## src/rtl/fetch_unit_pkg.sv

```systemverilog
// Shared fetch-stage types and constants for the RV32I core.
package fetch_unit_pkg;

  typedef enum logic [1:0] {
    ISSUE = 2'd0,
    WAIT  = 2'd1,
    HOLD  = 2'd2,
    DRAIN = 2'd3
  } fetch_state_t;

  localparam int unsigned INSTR_BYTES      = 4;
  localparam logic [31:0] NOP_INSTR        = 32'h0000_0013;
  localparam logic [31:0] RESET_PC_DEFAULT = 32'h0000_0000;

endpackage

```

## src/rtl/fetch_unit.sv

```systemverilog
// Instruction-fetch stage: owns the PC, keeps one imem request in flight and
// feeds decode through a valid/ready output register with an inline skid slot.
module fetch_unit
  import fetch_unit_pkg::*;
#(
  parameter int unsigned     XLEN     = 32,
  parameter logic [XLEN-1:0] RESET_PC = XLEN'(RESET_PC_DEFAULT)
) (
  input  logic            clk,
  input  logic            rst,
  input  logic            redirect,
  input  logic [XLEN-1:0] redirect_pc,
  output logic            imem_req,
  output logic [XLEN-1:0] imem_addr,
  input  logic            imem_rvalid,
  input  logic [31:0]     imem_rdata,
  output logic            if_valid,
  output logic [XLEN-1:0] if_pc,
  output logic [31:0]     if_instr,
  input  logic            id_ready
);

  localparam logic [XLEN-1:0] PC_STEP   = XLEN'(INSTR_BYTES);
  localparam logic [XLEN-1:0] ALIGN_MSK = ~XLEN'(INSTR_BYTES - 1);

  fetch_state_t    state_r;
  logic [XLEN-1:0] pc_r;
  logic            outstanding_r;
  logic [31:0]     pend_instr_r;
  logic [XLEN-1:0] pend_pc_r;
  logic            rvalid_s;
  logic            out_free_s;

  function automatic logic [XLEN-1:0] align_pc(input logic [XLEN-1:0] addr);
    return addr & ALIGN_MSK;
  endfunction

  // Request gate and response qualification; a response with nothing in flight is dropped.
  always_comb begin
    rvalid_s   = imem_rvalid && outstanding_r;
    out_free_s = !if_valid || id_ready;
    imem_addr  = pc_r;
    if (state_r == ISSUE) begin
      imem_req = !redirect && !rst;
    end else begin
      imem_req = 1'b0;
    end
  end

  // Fetch FSM, PC, skid slot and decode output register.
  always_ff @(posedge clk) begin
    if (rst) begin
      state_r       <= ISSUE;
      pc_r          <= RESET_PC;
      outstanding_r <= 1'b0;
      pend_instr_r  <= NOP_INSTR;
      pend_pc_r     <= {XLEN{1'b0}};
      if_valid      <= 1'b0;
      if_pc         <= {XLEN{1'b0}};
      if_instr      <= NOP_INSTR;
    end else begin
      if (if_valid && id_ready) begin
        if_valid <= 1'b0;
      end
      case (state_r)
        ISSUE: begin
          if (!redirect) begin
            state_r       <= WAIT;
            outstanding_r <= 1'b1;
          end
        end
        WAIT: begin
          if (rvalid_s) begin
            outstanding_r <= 1'b0;
            if (redirect) begin
              state_r <= ISSUE;
            end else if (out_free_s) begin
              if_valid <= 1'b1;
              if_instr <= imem_rdata;
              if_pc    <= pc_r;
              pc_r     <= pc_r + PC_STEP;
              state_r  <= ISSUE;
            end else begin
              pend_instr_r <= imem_rdata;
              pend_pc_r    <= pc_r;
              state_r      <= HOLD;
            end
          end else if (redirect) begin
            state_r <= DRAIN;
          end
        end
        HOLD: begin
          if (redirect) begin
            state_r <= ISSUE;
          end else if (id_ready) begin
            if_valid <= 1'b1;
            if_instr <= pend_instr_r;
            if_pc    <= pend_pc_r;
            pc_r     <= pc_r + PC_STEP;
            state_r  <= ISSUE;
          end
        end
        DRAIN: begin
          // A redirect landing with the drained response still leaves nothing in flight.
          if (rvalid_s) begin
            outstanding_r <= 1'b0;
            state_r       <= ISSUE;
          end
        end
        default: begin
          state_r       <= ISSUE;
          outstanding_r <= 1'b0;
        end
      endcase
      if (redirect) begin
        pc_r     <= align_pc(redirect_pc);
        if_valid <= 1'b0;
      end
    end
  end

endmodule
```

## config.mk

```make
export PLATFORM = sky130hd
export DESIGN_NAME = fetch_unit
export DESIGN_NICKNAME = d
export VERILOG_FILES = /design/src/rtl/fetch_unit_pkg.sv /design/src/rtl/fetch_unit.sv
export SDC_FILE = /design/constraint.sdc
export NUM_CORES = 1
export LEC_CHECK = 0
export CORE_UTILIZATION = 48
export DETAILED_ROUTE_END_ITERATION = 16
export DONT_BUFFER_PORTS = 1
export SYNTH_ARGS = -nofsm -noshare
export SYNTH_HDL_FRONTEND = slang
export SYNTH_SLANG_ARGS = --single-unit
```

## constraint.sdc

```tcl
create_clock -name clk -period 2.9 [get_ports clk]
set_input_delay 0.145 -clock clk [delete_from_list [all_inputs] [get_ports clk]]
set_output_delay 0.145 -clock clk [all_outputs]
set_load 0.02 [all_outputs]
```

# After elaboration in Yosys (flattened, before gate mapping)
# Index checks and enable logic that the tools add are counted.
# classes
add_sub_neg	1
eq_ne	14
mux	35
bitwise_logic	2
n_reduce_logical	19
# op_table
operator	n
$mux 32	14
$pmux 32 s2	3
$add 32x3->32 const B	1
$mux 2	8
$reduce_and 4->1	4
$ne 2x2->1 const B	7
$ne 3x3->1 const B	3
$pmux 2 s4	1
$mux 1	7
$reduce_and 6->1	1
$eq 2x2->1 const B	2
$pmux 1 s2	2
$reduce_bool 2->1	2
$reduce_or 2->1	2
$logic_and 1x1->1	3
$logic_not 1->1	3
$reduce_and 3->1	1
$reduce_bool 3->1	1
$eq 2x1->1 const B	1
$logic_not 2->1	1
$ne 2x1->1 const B	1
$not 1->1	2
$logic_or 1x1->1	1
# totals
regBits	164
inputBits	69
out_inout_bits	98
wordCells	80

# Longest topological paths before layout
# depth
depth_word	6
mapped_depth	9
mapped_depth_nobuf	7

# Worst setup path after synthesis
# Ideal clock, no wire load.
# synth_path
path_kind	flip-flop to flip-flop
from	register state_r[0]
to	register pc_r[26] (netlist: imem_addr[26])
setup_ns	0.091
t_arrival_ns	2.363
required_time_ns	2.809
path_slack_ns	0.446
path_stages_with_launch	10
path_buffers	2
synth_period_minus_slack_ns	2.454
path_cell_list	dfxtp_1 -> inv_1 -> ha_1 -> o21ba_2 -> o22a_1 -> buf_6 -> or4_1 -> buf_2 -> or3_1 -> a311oi_1
# synth_via
elab_chain_cells	3
elab_cells_between_ends	9
classes_between	eq/ne: 5; mux: 2; reduce/logical: 2
# synth_rtl
element	line_no	rtl
start, declared	fetch_unit.sv:26	fetch_state_t state_r;
start signal, assigned	fetch_unit.sv:53	state_r <= ISSUE;
start signal, assigned	fetch_unit.sv:68	state_r <= WAIT;
start signal, assigned	fetch_unit.sv:76	state_r <= ISSUE;
$eq 2x1->1 / $eq 2x2->1 (equally long branches)	fetch_unit.sv:65	case (state_r)
$ne 3x3->1 (no line), or another cell as far along	n/a	
$reduce_and 4->1 (no line) / $mux 32 (equally long branches)	n/a	
end signal, assigned	fetch_unit.sv:81	pc_r <= pc_r + PC_STEP;
end signal, assigned	fetch_unit.sv:99	pc_r <= pc_r + PC_STEP;
end signal, assigned	fetch_unit.sv:116	pc_r <= align_pc(redirect_pc);
end, declared	fetch_unit.sv:27	logic [XLEN-1:0] pc_r;
# Parallel ways exist; a longest one is shown, timed or not.
# A chain may end at the register's enable or synchronous reset.

# Final worst setup path
# layout_path
from	register state_r[0]
to	register if_pc[19]
# layout_via
elab_chain_cells	3
elab_cells_between_ends	10
classes_between	eq/ne: 7; mux: 1; reduce/logical: 2
# layout_rtl
element	line_no	rtl
$eq 2x1->1 / $eq 2x2->1 (equally long branches)	fetch_unit.sv:65	
$ne 2x2->1 (no line) / $reduce_bool 2->1 (equally long branches)	n/a	
$reduce_and 6->1 (no line)	n/a	
end signal, assigned	fetch_unit.sv:59	if_pc <= {XLEN{1'b0}};
end signal, assigned	fetch_unit.sv:80	if_pc <= pc_r;
end signal, assigned	fetch_unit.sv:98	if_pc <= pend_pc_r;
end, declared	fetch_unit.sv:18	output logic [XLEN-1:0] if_pc,
# Parallel ways exist; a longest one is shown, timed or not.

==> results.ini <==
[cts]
cts.clk_slew.worst_paths_ns = 0.06
clock_path_buffers = 2
cts_tree = done
cts_buffers = 17
clock-sinks = 158
post_cts_buffers = 0
cts.htree.levels = 4
clk_latency_ns = 0.43
root_buffer = clkbuf_16

[layout]
final_common_cell = dfxtp_1
syn2layout_area_growth_pct = 22.86
utilization = 0.6041
nets = 922
fill_cells = 1219
drive_gt1_frac = 0.07674
n_antenna_cell = 0
mostFrequentLayoutCells = dfxtp_1, nand2_1, nor2_1

[floorplan]
ios = 167
dieHeight_um = 121.0
die_w_um = 121.0
dieArea_um2 = 14640
fp-row-count = 43
start_util = 0.4917
design.core.area_um2 = 13830

[logic_synthesis]
ys_seq_elements = 158
ys_warn_count = 0
synth-adder-area-share = 0.01104
ys_seq_area_frac = 0.4652
synth.avg_cell_area_um2 = 8.520
synth_mux_area_frac = 0.09569
synth_compound_gate_area_share = 0.1700
synth_simple_gate_area_frac = 0.1851
synth_top_family_by_area = simple AND/OR/NAND/NOR gates
synth.distinct_cells = 43
yosys.area_share.xor_xnor = 0.02576
synth_area_um2 = 6799
syn_inst = 798

[placement]
place_ws_ns = 0.3154
buffer_ports.inserted = 0
place_congestion = 0.8042
hpwl_mm = 10.39

[sta]
fin_crit_sh = 0.9433
rsz0062_at_grt = false
setup_violations = 0
layout_setup_ws_ns = 0.1643
setup-tns-final_ns = 0
clock.fmax_mhz = 365.5
report.final.slew_viol_count = 0
worst_pin_slew_ns = 1.137
skew_ns = 0.006282
maxSlewHeadroom = 0.2422
finalHoldViolCount = 0
fin_crit_ns = 2.736

[setup_path]
crit_fanout = 64
crit_arrival_ns = 3.10
crit_type = flop to flop
endpoint_kind = flop
cp-start-kind = flop
crit_required_ns = 3.27

[pwr]
ir_worst_vdd_v = 0.0004055
leakagePower_nw = 2.676
power.total_w = 0.005338
power_density_nw_per_um2 = 639.0

[drt]
drtAntennaViolNets = 0
met1Wirelength_mm = 7.503
route.met3.wl_mm = 1.095
firstDrtPassIters = 5
highest_layer = met4
drc = 0
via_per_inst = 5.545
routed_wl_mm = 16.86
drt_iter0_markers = 333
num_vias = 5767
wl_met2_mm = 8.068
wire_per_inst_um = 16.21

[run]
drv_cap = 0

[global_routing]
antenna_found_initial = 0
overflow = 0
grt_util_all_layers = 0.2335
grt_pass1_wl_mm = 26.92
grt_pass1_vias = 5374
grt_max_degree = 153

[hold_path]
hp-class = input port to flop

[outcome]
outcome = finished, final reports clean

[critical path, stage by stage (launching register included)]
cell and delay (ns):
dfxtp_1 0.36, inv_1 0.17, ha_4 0.16, buf_4 0.85
mux2i_1 0.18, a211oi_1 0.29, dlygate4sd3_1 0.59
[stage by stage]
step	hold WS [ns]	cell area, um2	instances
2_1_floorplan	0.2692	6810	801
3_3_place_gp	0.2247	6994	938
3_5_place_dp	0.2277	6994	938
4_1_cts	0.004150	8338	1040
5_1_grt	0.0007514	8353	1040
6_report	0.007343	8353	1040
[flip-flops by register name, indices dropped and copies added (netlist names)]
signal,count
pend_instr_r,32
if_valid,1
pend_pc_r,30
if_instr,32
if_pc,30
state_r,2
imem_addr,30
outstanding_r,1
[path summary, 6_finish.rpt]
| kind | startpoint | endpoint | slack [ns] | depth (start not counted) |
|---|---|---|---|---|
| min | imem_rdata[9] | if_instr[9] | 0.007 | 2 |
| max | state_r[0] | if_pc[19] | 0.16 | 6 |
| max reg2reg | state_r[0] | if_pc[19] | 0.16 | 6 |
| min reg2reg | pend_instr_r[27] | pend_instr_r[27] | 0.45 | 2 |
[cell usage after synthesis (all sizes together)]
library cell,number,share of area
and3,1,0.00092
nand2b,1,0.00092
nand2,140,0.077
nand3,8,0.0059
and2,1,0.00092
a21o,1,0.0011
nor2b,1,0.00092
a31oi,1,0.00092
and4,4,0.0052
xnor2,20,0.026
nor3b,3,0.0033
a21oi,67,0.049
a311o,1,0.0015
nand4,8,0.0074
nor4,7,0.0064
ha,6,0.011
or4,2,0.0022
inv,6,0.0033
or3,8,0.0074
a211oi,79,0.087
a22o,2,0.0026
o2111ai,1,0.0013
clkbuf,62,0.034
dfxtp,158,0.47
o21ai,8,0.0059
a21boi,1,0.0011
mux2i,65,0.096
or2,1,0.00092
clkinv,1,0.00055
conb,1,0.00055
o22a,1,0.0013
nor4b,3,0.0039
a311oi,8,0.010
buf,9,0.0085
o21ba,1,0.0015
a211o,3,0.0039
nor2,95,0.052
nor3,8,0.0059
nand3b,3,0.0033
o21bai,2,0.0022
[layer usage]
layer  vias to the layer above  GRT usage
li1                       2889          -
met1                      2723     0.2940
met2                       142     0.3757
met3                        13    0.06626
met4                         0    0.09182
met5                         -          0
[kinds of logic (layout without fill, tap and decap cells)]
kind of cell    after synthesis  in the layout
simple gates                294            294
compound gates              176            176
flops                       158            158
buf+inv                      78            137
mux                          65             65
xor+xnor                     20             20
fa+ha+maj                     6              6
other cells                   1              4
[where the power goes]
group          switching (W)  internal [W]  total (W)
logic               0.000310      0.000252   0.000562
clock network       0.000892       0.00148    0.00238
registers           0.000146       0.00225    0.00240
total                0.00135       0.00399    0.00534
[final cells by class]
cell class              instances  area (um2)  share of cell area
multi-input cells             565        3359              0.4022
flip-flops and latches        158        3163              0.3787
repair buffers                 98       953.4              0.1141
clock buffers                  22       464.2             0.05557
well taps                     180       225.2             0.02696
clock inverters                10       161.4             0.01932
inverters                       7       26.28            0.003146
[timing repair]
action                                  4_1_cts  5_1_grt
endpoints found under the setup margin        0        2
hold endpoints to repair                    158        0
hold buffers                                 70        0
resized for setup                             0        4
Note: power is estimated with default switching activity, not from simulation.
